### src/rtl/led_matrix_scan_ctrl.sv
// ---------------------------------------------------------------------------
// led_matrix_scan_ctrl
//
// Row-multiplexed scan controller for an 8x8 LED matrix. It holds two 8x8
// framebuffers. The pattern logic writes the back buffer and requests swaps.
// The controller drives one row of the front buffer at a time and leaves a
// blanking gap before every row to stop ghosting. Buffer swaps only take
// effect at the end of a frame, so a frame is never torn. Per-pin polarity is
// applied by the top-level pin map.
//
// Ports
//   clock_i          system clock
//   reset_i          asynchronous, active-high reset
//   enable_i         scan enable; 0 blanks the matrix and parks the scan
//   wr_en_i          write one back-buffer row this cycle
//   wr_row_i[2:0]    back-buffer row to write
//   wr_data_i[7:0]   row data, bit c = column c lit
//   swap_req_i       one-cycle request to show the back buffer from next frame
//   rows_o[7:0]      one-hot active-high row drive, bit r = row r
//   cols_o[7:0]      active-high column data for the driven row
//   row_idx_o[2:0]   row currently scheduled
//   frame_start_o    one-cycle pulse on the first drive cycle of row 0
//   swap_pending_o   a swap has been requested but not yet performed
//   swap_done_o      one-cycle pulse in the cycle after the buffers swap
// ---------------------------------------------------------------------------
module led_matrix_scan_ctrl #(
  parameter int ROW_CYCLES   = 50000,  // clocks a row is driven, >= 1
  parameter int BLANK_CYCLES = 500     // clocks of blanking before each row, >= 1
) (
  input  logic       clock_i,
  input  logic       reset_i,
  input  logic       enable_i,
  input  logic       wr_en_i,
  input  logic [2:0] wr_row_i,
  input  logic [7:0] wr_data_i,
  input  logic       swap_req_i,
  output logic [7:0] rows_o,
  output logic [7:0] cols_o,
  output logic [2:0] row_idx_o,
  output logic       frame_start_o,
  output logic       swap_pending_o,
  output logic       swap_done_o
);

  // One counter serves both states, so it is sized for the longer phase.
  localparam int MAX_CYCLES = (ROW_CYCLES > BLANK_CYCLES) ? ROW_CYCLES : BLANK_CYCLES;
  localparam int CNT_W      = (MAX_CYCLES > 1) ? $clog2(MAX_CYCLES) : 1;

  localparam logic [CNT_W-1:0] ROW_LAST   = CNT_W'(ROW_CYCLES - 1);
  localparam logic [CNT_W-1:0] BLANK_LAST = CNT_W'(BLANK_CYCLES - 1);

  typedef enum logic {
    ST_BLANK = 1'b0,
    ST_DRIVE = 1'b1
  } state_e;

  state_e           state_q,        state_d;
  logic [CNT_W-1:0] cnt_q,          cnt_d;
  logic [2:0]       row_idx_q,      row_idx_d;
  logic [7:0]       rows_q,         rows_d;
  logic [7:0]       cols_q,         cols_d;
  logic             front_sel_q,    front_sel_d;
  logic             swap_pending_q, swap_pending_d;
  logic             frame_start_q,  frame_start_d;
  logic             swap_done_q,    swap_done_d;

  // Framebuffers indexed [buffer][row]; front_sel_q picks the displayed one.
  logic [7:0] fb_q [2][8];

  logic [7:0] front_row;
  logic       back_sel;

  assign front_row = fb_q[front_sel_q][row_idx_q];
  assign back_sel  = ~front_sel_q;

  // -------------------------------------------------------------------------
  // Next-state logic
  // -------------------------------------------------------------------------
  // NOTE: every signal assigned in this block gets a default first, so no
  // path can leave one unassigned and infer a latch.
  always_comb begin
    state_d        = state_q;
    cnt_d          = cnt_q + CNT_W'(1);
    row_idx_d      = row_idx_q;
    rows_d         = rows_q;
    cols_d         = cols_q;
    front_sel_d    = front_sel_q;
    swap_pending_d = swap_pending_q | swap_req_i;
    frame_start_d  = 1'b0;
    swap_done_d    = 1'b0;

    if (!enable_i) begin
      // Park the scan; the next enabled run starts with a full blank of row 0.
      state_d   = ST_BLANK;
      cnt_d     = '0;
      row_idx_d = 3'd0;
      rows_d    = 8'h00;
      cols_d    = 8'h00;
    end else begin
      unique case (state_q)
        ST_BLANK: begin
          if (cnt_q == BLANK_LAST) begin
            state_d       = ST_DRIVE;
            cnt_d         = '0;
            rows_d        = 8'd1 << row_idx_q;
            // Column data is latched here, so back-buffer writes during the
            // drive phase can never disturb the row being shown.
            cols_d        = front_row;
            frame_start_d = (row_idx_q == 3'd0);
          end
        end
        ST_DRIVE: begin
          if (cnt_q == ROW_LAST) begin
            state_d   = ST_BLANK;
            cnt_d     = '0;
            rows_d    = 8'h00;
            cols_d    = 8'h00;
            row_idx_d = row_idx_q + 3'd1;
            // End of row 7 is the end of a frame: the only point a swap may
            // happen. A request in this same cycle re-arms for the next frame.
            if (row_idx_q == 3'd7 && swap_pending_q) begin
              front_sel_d    = ~front_sel_q;
              swap_pending_d = swap_req_i;
              swap_done_d    = 1'b1;
            end
          end
        end
        default: begin
          state_d = ST_BLANK;
          cnt_d   = '0;
        end
      endcase
    end
  end

  // -------------------------------------------------------------------------
  // State registers
  // -------------------------------------------------------------------------
  // NOTE: sequential state uses non-blocking assignments so every register
  // samples the pre-edge values, independent of statement order.
  always_ff @(posedge clock_i or posedge reset_i) begin
    if (reset_i) begin
      state_q        <= ST_BLANK;
      cnt_q          <= '0;
      row_idx_q      <= 3'd0;
      rows_q         <= 8'h00;
      cols_q         <= 8'h00;
      front_sel_q    <= 1'b0;
      swap_pending_q <= 1'b0;
      frame_start_q  <= 1'b0;
      swap_done_q    <= 1'b0;
    end else begin
      state_q        <= state_d;
      cnt_q          <= cnt_d;
      row_idx_q      <= row_idx_d;
      rows_q         <= rows_d;
      cols_q         <= cols_d;
      front_sel_q    <= front_sel_d;
      swap_pending_q <= swap_pending_d;
      frame_start_q  <= frame_start_d;
      swap_done_q    <= swap_done_d;
    end
  end

  // -------------------------------------------------------------------------
  // Framebuffers
  // -------------------------------------------------------------------------
  // NOTE: the buffers are cleared by reset so the matrix never shows stale
  // or random content after reset; this keeps them in flops, not a RAM macro.
  // Only the back buffer is writable. In the swap cycle front_sel_q still
  // holds the old value, so that write lands in the buffer about to be shown.
  always_ff @(posedge clock_i or posedge reset_i) begin
    if (reset_i) begin
      for (int b = 0; b < 2; b++) begin
        for (int r = 0; r < 8; r++) begin
          fb_q[b][r] <= 8'h00;
        end
      end
    end else if (wr_en_i) begin
      fb_q[back_sel][wr_row_i] <= wr_data_i;
    end
  end

  assign rows_o         = rows_q;
  assign cols_o         = cols_q;
  assign row_idx_o      = row_idx_q;
  assign frame_start_o  = frame_start_q;
  assign swap_pending_o = swap_pending_q;
  assign swap_done_o    = swap_done_q;

endmodule

### config.mk
export PLATFORM = sky130hd
export DESIGN_NAME = led_matrix_scan_ctrl
export DESIGN_NICKNAME = d
export VERILOG_FILES = /design/src/rtl/led_matrix_scan_ctrl.sv
export SDC_FILE = /design/constraint.sdc
export NUM_CORES = 1
export LEC_CHECK = 0
export BUFFER_PORTS_ARGS = -buffer_cell sky130_fd_sc_hd__buf_2
export CAP_MARGIN = 20
export CORE_UTILIZATION = 35
export CTS_BUF_LIST = sky130_fd_sc_hd__clkbuf_4 sky130_fd_sc_hd__clkbuf_8 sky130_fd_sc_hd__clkbuf_16
export CTS_CLUSTER_SIZE = 25
export DETAILED_ROUTE_END_ITERATION = 12
export GPL_TIMING_DRIVEN = 0
export PLACE_DENSITY = 0.47
export SYNTH_ARGS = -nofsm -noshare
export SYNTH_HDL_FRONTEND = slang
export SYNTH_SLANG_ARGS = --single-unit
export TNS_END_PERCENT = 5
### constraint.sdc
create_clock -name clock_i -period 6.65 [get_ports clock_i]
set_input_delay 0.665 -clock clock_i [delete_from_list [all_inputs] [get_ports clock_i]]
set_output_delay 0.665 -clock clock_i [all_outputs]
set_load 0.01 [all_outputs]
==> results of run 1 <==
==> registers in the layout, summed over array words and instances, names as in the netlist <==
register and cells:
rows_o 8, fb_q 128, swap_pending_o 1, frame_start_o 1, cnt_q 16, cols_o 8
front_sel_q 1, row_idx_o 3, swap_done_o 1, state_q 1
==> cell usage after synthesis (9+ instances only) <==
library cell	instances
nor2_1	31
mux2_2	129
nand3_1	24
dfrtp_1	168
mux4_2	17
inv_1	9
nand2_1	17
a22oi_1	15
clkbuf_1	19
o211ai_1	14
xor2_1	12
buf_2	11
mux2i_1	38
==> cells by family (layout without fill, tap and decap cells) <==
kind of cell | Yosys count | in the layout | synth area share (%)
mux | 184 | 184 | 28.47
flops | 168 | 168 | 54.01
simple gates | 125 | 125 | 8.921
buf+inv | 42 | 114 | 2.508
compound gates | 33 | 33 | 3.167
xor+xnor | 16 | 16 | 1.800
fa+ha+maj | 7 | 7 | 1.125
==> layer usage <==
metal  wire [um]  track usage [%]
met5           0                0
met1        9291            25.50
met3         610            4.066
met4         155            4.900
met2        9692            30.71
==> worst max-delay path: cells and delay by family, from the launching register on <==
| family | cells | cell delay, ns |
|---|---|---|
| AO/OA/AOI/OAI | 2 | 0.33 |
| AND/OR/NAND/NOR | 2 | 0.51 |
| buffers and inverters | 3 | 1.16 |
| flip-flops | 1 | 0.41 |
==> path summary, 6_finish.rpt <==
kind                                     startpoint                  endpoint  slack [ns]  depth (start not counted)
hold reg to reg                  cnt_q[0]$_DFF_PP0_        cnt_q[0]$_DFF_PP0_        0.48                          1
hold / removal                              reset_i     rows_o[6]$_DFFE_PP0P_        0.24                          2
setup reg to reg           row_idx_o[0]$_DFFE_PP0P_     cols_o[7]$_DFFE_PP0P_        4.11                          7
min in group clock_i                     swap_req_i  swap_pending_o$_DFF_PP0_        0.42                          2
setup / recovery           row_idx_o[0]$_DFFE_PP0P_     cols_o[7]$_DFFE_PP0P_        4.11                          7
max in group asynchronous                   reset_i       fb_q[5]$_DFFE_PP0P_        5.46                          3
==> layout make-up <==
cell class              instances  area, um2
multi-input cells             365       3385
flip-flops and latches        168       4204
well taps                     280      350.3
clock inverters                14      142.6
inverters                       9      41.29
fillers                      2069      12870
clock buffers                  18      432.9
repair buffers                 40      231.5
plain buffers                  33      161.4
==> power by group through the flow <==
stage	logic (W)	clock network, W	registers, W
final	0.000160	0.000971	0.00115
after global routing	0.000176	0.00104	0.00116
after CTS	0.000163	0.000997	0.00115
after detailed placement	0.000163	0	0.00117
after global placement	0.000154	0	0.00117
after floorplan	0.000121	0	0.00116
==> metrics by stage <==
stage | utilization [%] | instances | setup WS [ns] | TNS (ns) | instance area [um2]
6_report | 41.00 | 927 | 4.111 | 0 | 8949
5_1_grt | 41.00 | 927 | 3.915 | 0 | 8949
4_1_cts | 40.97 | 926 | 4.090 | 0 | 8941
3_5_place_dp | 38.33 | 894 | 4.076 | 0 | 8366
3_3_place_gp | 38.12 | 892 | -0.3826 | -62.29 | 8319
2_1_floorplan | - | 575 | 1.438 | 0 | 7784
==> flow_summary.ini, run 1 <==
[run_status]
result_of_the_run = finished clean

[clock_network]
post-cts-setup-buffer-count = 0
cts.sinks = 168
clock_tree.root_cell = clkbuf_16
worst_setup_hold_path_clk_slew_ns = 0.07
clk-insertion-delay-late_ns = 0.43
cts_tree = done
cts-resized-gates = 0
total_cts_buffers = 17
ctsHoldBuffers = 0
clock_tree.htree_level_count = 4
cts-root-to-sink-buffers = 2

[synth]
warning_count_from_the_yosys_run = 0
synth.avg_cell_area_um2 = 13.54
synth.yosys.seq_area_share_pct = 54.01
synth_async_sr_flop_share_pct = 100.0
top_cells_by_area_synth = dfrtp_1, mux2_2, mux4_2
synth.lib_cells_used.distinct = 38
synthDominantCellAreaShare_pct = 54.01
number_of_flops_mapped_to_enable_cells_by_yosys = 0
netlist.top_cell.by_area = dfrtp_1
syn-cell-area_mm2 = 0.007784
synth-seq-cells = 168
synthCells = 575
synth_top_flop_cell = dfrtp_1
syn-num-nets = 598

[floorplanning]
rows = 54
die_ar_mm2 = 0.02284
initial_utilization_pct = 35.67
die_w_um = 151.1
core_area_mm2 = 0.02182
pin_count = 38
die_h_um = 151.1

[routing]
number_of_vias_per_cell = 5.263
drt-total-wl_um = 19750
wl_per_cell_um = 21.31
detail_route.iter0.violations = 223
detail_route.drc_violations = 0
routed-via-count = 4879
drt_pre_antenna_iters = 4
antenna_violating_nets_post_route = 0

[sta]
unrepaired_setup_endpoints_after_global_routing = no
final_report_setup_violation_count = 0
fin_crit_sh_pct = 38.18
tightest_slew_ns = 1.120
final-hold-violation-count = 0
whs_ns = 0.2399
slew_headroom_pct = 25.06
fmaxAchievable_mhz = 393.8
finalWorstPathRequiredPeriod_ns = 2.539
final.setup_skew_ns = 0.01388
slew_viol_final = 0

[final_layout]
syn2layout_area_growth_pct = 14.97
layout.nets = 657
most-common-layout-cells = dfrtp_1, mux2_2, buf_2, mux2i_1, nor2_1
commonest_non_fill_non_tap_cell_in_the_layout = dfrtp_1
n_antenna_cell = 0
post_route_cells_drive_above_1_share_pct = 36.94

[pwr]
power.internal_w = 0.001725
switching_share_pct = 24.42
total_power_w = 0.002282
power.clock.fraction_pct = 42.5
p_per_area_mw_per_mm2 = 255.0
p_sw_w = 0.0005573
proportion_of_power_drawn_by_combinational_gates_pct = 7.0
irDropWorstVdd_mv = 0.1173
power_frac_seq_pct = 50.4
leakagePower_nw = 3.989

[setup_path]
worstPathRequired_ns = 6.97
critPathArrivalTime_ns = 2.86
slowest_delay_ns = 0.56
setup.worst_path.start_class = flip-flop
setup.worst_path.end_class = flip-flop
critical_path.cell_chain = buf_2 -> inv_1 -> nor2_1 -> clkbuf_1 -> a22oi_1 -> o211ai_1 -> nand3_1
critical_path.max_fanout = 10
critPathKind = flip-flop to flip-flop
cell_type_of_the_slowest_stage_on_the_worst_timing_path = clkbuf_1

[grt]
grt_usage_pct = 18.89
grt_pass1_wl_um = 30920
number_of_global_route_vias_before_repair = 5120
grt_remaining_overflow = 0
grt_start_max_net_pins = 118
antenna_found_initial = 0

[place]
finalWeightedCongestion = 0.7511
hpwl_um = 13620
input_output_buffers = 37

[flow_run]
drv_cap = 0

[worst_hold_path]
worst_hold_class = primary input to async pin
No activity file was read; power rests on OpenSTA's default activity.
==> run 2, diff against run 1 <==
--- a/config.mk
+++ b/config.mk
@@ -12,7 +12,7 @@
 export CTS_CLUSTER_SIZE = 25
 export DETAILED_ROUTE_END_ITERATION = 12
 export GPL_TIMING_DRIVEN = 0
-export PLACE_DENSITY = 0.47
+export PLACE_DENSITY = 0.49
 export SYNTH_ARGS = -nofsm -noshare
 export SYNTH_HDL_FRONTEND = slang
 export SYNTH_SLANG_ARGS = --single-unit
==> constraint.sdc (replaced) <==
create_clock -name clock_i -period 2.2 [get_ports clock_i]
set_input_delay 0.22 -clock clock_i [delete_from_list [all_inputs] [get_ports clock_i]]
set_output_delay 0.22 -clock clock_i [all_outputs]
set_load 0.01 [all_outputs]
==> flow_summary.ini, run 2 (synthesized netlist as in run 1, its figures left out) <==
[run_status]
result_of_the_run = finished clean

[routing]
detail_route.drc_violations = 0
drt-total-wl_um = 20700
antenna_violating_nets_post_route = 0
routed-via-count = 4943
detail_route.iter0.violations = 270
drt_pre_antenna_iters = 4
number_of_vias_per_cell = 5.264
wl_per_cell_um = 22.04

[floorplanning]
die_w_um = 151.1
pin_count = 38
die_ar_mm2 = 0.02284
die_h_um = 151.1
core_area_mm2 = 0.02182
initial_utilization_pct = 35.67
rows = 54

[grt]
grt_max_usage_layer = met2
number_of_global_route_vias_before_repair = 5330
grt_start_max_net_pins = 40
groute.layer.met2.usage_pct = 32.00
grtUsageMet1_pct = 26.67
grt_usage_pct = 19.76
grt_pass1_wl_um = 32470
grt_remaining_overflow = 0
grtUsageMet3_pct = 3.133
antenna_found_initial = 0

[worst_hold_path]
hold_depth = 2
worst_hold_class = primary input to flip-flop

[place]
hpwl_um = 14040
input_output_buffers = 37
dpl_worst_slack_ns = -0.5321
finalWeightedCongestion = 0.7686
place_area_mm2 = 0.008437

[sta]
final_report_setup_violation_count = 0
slew_viol_final = 0
fmaxAchievable_mhz = 475.6
whs_ns = 0.1310
finalWorstPathRequiredPeriod_ns = 2.103
final.setup_skew_ns = 0.009669
worst_slack_ns = 0.09726
final-hold-violation-count = 0
fin_crit_sh_pct = 95.58
slew_headroom_pct = 41.29
unrepaired_setup_endpoints_after_global_routing = yes
tightest_slew_ns = 0.8806

[clock_network]
cts_tree = done
cts-root-to-sink-buffers = 2
clock_tree.root_cell = clkbuf_16
worst_setup_hold_path_clk_slew_ns = 0.06
clk-insertion-delay-late_ns = 0.42
total_cts_buffers = 17
cts.sinks = 168
clock_tree.htree_level_count = 4

[final_layout]
syn2layout_area_growth_pct = 18.21
final_core_utilization_pct = 42.16
most-common-layout-cells = dfrtp_1, mux2_2, buf_2, mux2i_1, nand3_1
top_register = fb_q
finalInstanceArea_mm2 = 0.009201
commonest_non_fill_non_tap_cell_in_the_layout = dfrtp_1
reg.largest.list = fb_q (128), cnt_q (16)
layout.nets = 669
n_antenna_cell = 0
post_route_cells_drive_above_1_share_pct = 40.06
largest_reg_flops = 128

[pwr]
p_per_area_mw_per_mm2 = 773.4
leakagePower_nw = 4.099
irDropWorstVdd_mv = 0.4663

[setup_path]
setup.worst_path.start_class = flip-flop
worstPathRequired_ns = 2.50
critPathArrivalTime_ns = 2.40
setup.worst_path.end_class = flip-flop
ff2ff_path_depth = 5
critPathKind = flip-flop to flip-flop
critical_path.max_fanout = 10

[flow_run]
drv_cap = 0
-- run 2: changes by cell type in the layout (fill, tap and decap cells not counted), sizes merged --
cell and delta:
buf +8, bufinv +2, clkbuf +5, clkinv -4, clkinvlp +4, dlygate4sd3 +2
inv -5
-- run 2: repair_timing --
action	CTS	global route
resized for setup	19	10
endpoints found under the setup margin	74	47
setup buffers	3	3
endpoints found under the hold margin	25	0
hold buffers	2	0
pin swaps	1	2
-- run 2: where the power goes --
group          switching, W  leakage (nW)  internal [W]  total (W)
Clock               0.00125         0.292       0.00187    0.00313
Sequential         0.000129          2.21       0.00335    0.00348
Combinational      0.000231          1.59      0.000277   0.000508
Total               0.00161          4.10       0.00550    0.00712
-- run 2: final timing paths --
kind,endpoint,start,slack (ns)
worst max-delay path,fb_q[5]$_DFFE_PP0P_,front_sel_q$_DFFE_PP0P_,0.1
worst min-delay path,rows_o[7]$_DFFE_PP0P_,enable_i,0.13
worst max register to register,fb_q[5]$_DFFE_PP0P_,front_sel_q$_DFFE_PP0P_,0.1
worst min register to register,cnt_q[0]$_DFF_PP0_,cnt_q[0]$_DFF_PP0_,0.48
max in group asynchronous,fb_q[106]$_DFFE_PP0P_,reset_i,0.66
min in group asynchronous,rows_o[6]$_DFFE_PP0P_,reset_i,0.41
-- run 2: metal layers --
layer,up-vias,part of all wire (%)
li1,2229,-
met1,2597,46
met2,89,49
met3,28,3.7
met4,0,2.1
met5,-,0
-- run 2: per-stage QoR --
stage	cells	TNS, ns	power, W
floorplan	575	-27.00	0.003866
global placement	892	-200.92	0.003982
detailed placement	899	-11.48	0.004046
CTS	936	0	0.007177
global route	939	-0.005898	0.007382
finish	939	0	0.007117
-- run 2: cell type report --
class,instances,area [um2]
Timing Repair Buffer,52,364.1
Inverter,9,37.54
Clock buffer,21,467.9
Tap cell,280,350.3
Clock inverter,11,147.6
Fill cell,2006,12620
Multi-Input combinational cell,365,3447
Sequential cell,168,4204
Buffer,33,182.7
-- run 2: critical path: stages (launching register included) --
cell	delay (ns)
dfrtp_1	0.35
buf_2	0.22
nand2b_1	0.26
nor2_1	0.59
buf_6	0.22
mux2_2	0.33
==> run 3, diff against run 2 <==
--- a/config.mk
+++ b/config.mk
@@ -12,7 +12,8 @@
 export CTS_CLUSTER_SIZE = 25
 export DETAILED_ROUTE_END_ITERATION = 12
 export GPL_TIMING_DRIVEN = 0
-export PLACE_DENSITY = 0.49
+export PLACE_DENSITY = 0.47
+export SETUP_SLACK_MARGIN = 0.5
 export SYNTH_ARGS = -nofsm -noshare
 export SYNTH_HDL_FRONTEND = slang
 export SYNTH_SLANG_ARGS = --single-unit
==> constraint.sdc (replaced) <==
create_clock -name clock_i -period 2.6 [get_ports clock_i]
set_input_delay 0.26 -clock clock_i [delete_from_list [all_inputs] [get_ports clock_i]]
set_output_delay 0.26 -clock clock_i [all_outputs]
set_load 0.01 [all_outputs]
==> flow_summary.ini, run 3 (synthesized netlist as in run 1, its figures left out) <==
[setup_path]
worstPathRequired_ns = 2.90
worst_path_most_repeated_cell = buf_2
setup.worst_path.end_class = flip-flop
slowest_delay_ns = 0.52
critPathKind = flip-flop to flip-flop
cpLargestDelayFamily = simple AND/OR/NAND/NOR gates
cell_type_of_the_slowest_stage_on_the_worst_timing_path = nor2_2
critical_path.max_fanout = 10
setup.worst_path.start_class = flip-flop
critical_path_buf_inv_count = 2
critical_path.cell_chain = buf_2 -> buf_2 -> nand2_1 -> nor2_2 -> mux2_2
critPathArrivalTime_ns = 2.47

[pwr]
proportion_of_power_drawn_by_combinational_gates_pct = 7.0
leakagePower_nw = 4.080
power_frac_seq_pct = 49.0
total_power_w = 0.006012
irDropWorstVdd_mv = 0.3318
power.clock.fraction_pct = 44.0
power.internal_w = 0.004531
switching_share_pct = 24.64
p_per_area_mw_per_mm2 = 660.1
p_sw_w = 0.001482

[final_layout]
layout.nets = 663
commonest_non_fill_non_tap_cell_in_the_layout = dfrtp_1
largest_reg_flops = 128
n_antenna_cell = 0
top_register = fb_q
syn2layout_area_growth_pct = 17.02
reg.largest.list = fb_q (128), cnt_q (16)
post_route_cells_drive_above_1_share_pct = 38.59
most-common-layout-cells = dfrtp_1, mux2_2, buf_2, mux2i_1, nor2_1
n_fill_cell = 2064

[routing]
detail_route.drc_violations = 0
drt_pre_antenna_iters = 4
antenna_violating_nets_post_route = 0
wl_per_cell_um = 21.45
drt-total-wl_um = 20010
number_of_vias_per_cell = 5.194
routed-via-count = 4846
detail_route.iter0.violations = 240

[sta]
slew_headroom_pct = 32.21
finalWorstPathRequiredPeriod_ns = 2.170
tightest_slew_ns = 1.013
final_report_setup_violation_count = 0
final-hold-violation-count = 0
fin_crit_sh_pct = 83.47
final.setup_skew_ns = 0.01458
slew_viol_final = 0
unrepaired_setup_endpoints_after_global_routing = yes
fmaxAchievable_mhz = 460.8
setup_total_negative_slack_ns = 0

[grt]
grt_pass1_wl_um = 31650
grt_usage_pct = 19.24
grt_remaining_overflow = 0
antenna_found_initial = 0
grt_start_max_net_pins = 39
number_of_global_route_vias_before_repair = 5300

[floorplanning]
rows = 54
initial_utilization_pct = 35.67
die_w_um = 151.1
die_h_um = 151.1
core_area_mm2 = 0.02182
die_ar_mm2 = 0.02284
pin_count = 38

[clock_network]
cts.sinks = 168
clk-insertion-delay-late_ns = 0.43
clock_tree.root_cell = clkbuf_16
worst_setup_hold_path_clk_slew_ns = 0.07
cts-root-to-sink-buffers = 2
cts_tree = done
total_cts_buffers = 17
clock_tree.htree_level_count = 4

[place]
hpwl_um = 13790
input_output_buffers = 37
finalWeightedCongestion = 0.7977

[run_status]
result_of_the_run = finished clean

[flow_run]
drv_cap = 0

[worst_hold_path]
worst_hold_class = primary input to flip-flop
run 3: cell count changes in the layout (fill, tap and decap cells not counted), sizes merged:
| cell | previous run | this run |
|---|---|---|
| buf | 62 | 58 |
| bufinv | 3 | 2 |
| clkbuf | 42 | 36 |
| clkinvlp | 5 | 2 |
| inv | 8 | 16 |
run 3: metrics by stage:
step / util [%] / hold WS, ns / instances / area, um2 / worst slack, ns
2_1_floorplan: - / 0.3523 / 575 / 7787 / 0.1993
3_3_place_gp: 38.14 / 0.4397 / 892 / 8323 / -0.8330
3_5_place_dp: 38.56 / 0.4300 / 897 / 8414 / 0.05910
4_1_cts: 41.72 / 0.1396 / 933 / 9104 / 0.3675
5_1_grt: 41.74 / 0.1512 / 933 / 9109 / 0.3046
6_report: 41.74 / 0.1612 / 933 / 9109 / 0.4297
run 3: cell type report:
class / instances / area, um2 / share of cell area, %
plain buffers: 33 / 172.7 / 1.896
clock buffers: 17 / 425.4 / 4.670
clock inverters: 15 / 187.7 / 2.060
inverters: 9 / 37.54 / 0.4121
multi-input cells: 365 / 3420 / 37.54
flip-flops and latches: 168 / 4204 / 46.15
well taps: 280 / 350.3 / 3.846
repair buffers: 46 / 311.5 / 3.420
run 3: worst register-to-register path, delay by kind of cell, from the launching register on:
family | cells | cell delay (ns)
and+or+nand+nor | 2 | 0.71
muxes | 1 | 0.41
DFF | 1 | 0.33
buffers and inverters | 2 | 0.60
run 3: final timing paths:
check / startpoint / end / cells after the start / slack, ns
setup / recovery: front_sel_q$_DFFE_PP0P_ / fb_q[64]$_DFFE_PP0P_ / 5 / 0.43
hold / removal: enable_i / rows_o[3]$_DFFE_PP0P_ / 2 / 0.16
setup reg to reg: front_sel_q$_DFFE_PP0P_ / fb_q[64]$_DFFE_PP0P_ / 5 / 0.43
hold reg to reg: cnt_q[0]$_DFF_PP0_ / cnt_q[0]$_DFF_PP0_ / 1 / 0.50
max in group asynchronous: reset_i / fb_q[23]$_DFFE_PP0P_ / 6 / 0.98
min in group asynchronous: reset_i / rows_o[2]$_DFFE_PP0P_ / 3 / 0.50
run 3: timing repair:
action	4_1_cts	5_1_grt
buffers inserted	2	0
hold buffers	2	0
hold endpoints to repair	32	0
gates resized for setup	14	1
endpoints found under the setup margin	84	90
pin swaps	1	0
run 3: metal layers:
layer / GRT usage (%) / share of wire [%]
met5: 0 / 0
met4: 5.000 / 0.76
met3: 3.072 / 2.8
met2: 31.83 / 49
met1: 26.19 / 47
run 3: power by group through the flow:
stage | clock, W | combinational [W] | sequential [W]
6_report | 0.00264 | 0.000422 | 0.00295
4_1_cts | 0.00271 | 0.000432 | 0.00294
3_5_place_dp | 0 | 0.000427 | 0.00299
2_1_floorplan | 0 | 0.000311 | 0.00296
3_3_place_gp | 0 | 0.000396 | 0.00298
5_1_grt | 0.00281 | 0.000468 | 0.00297
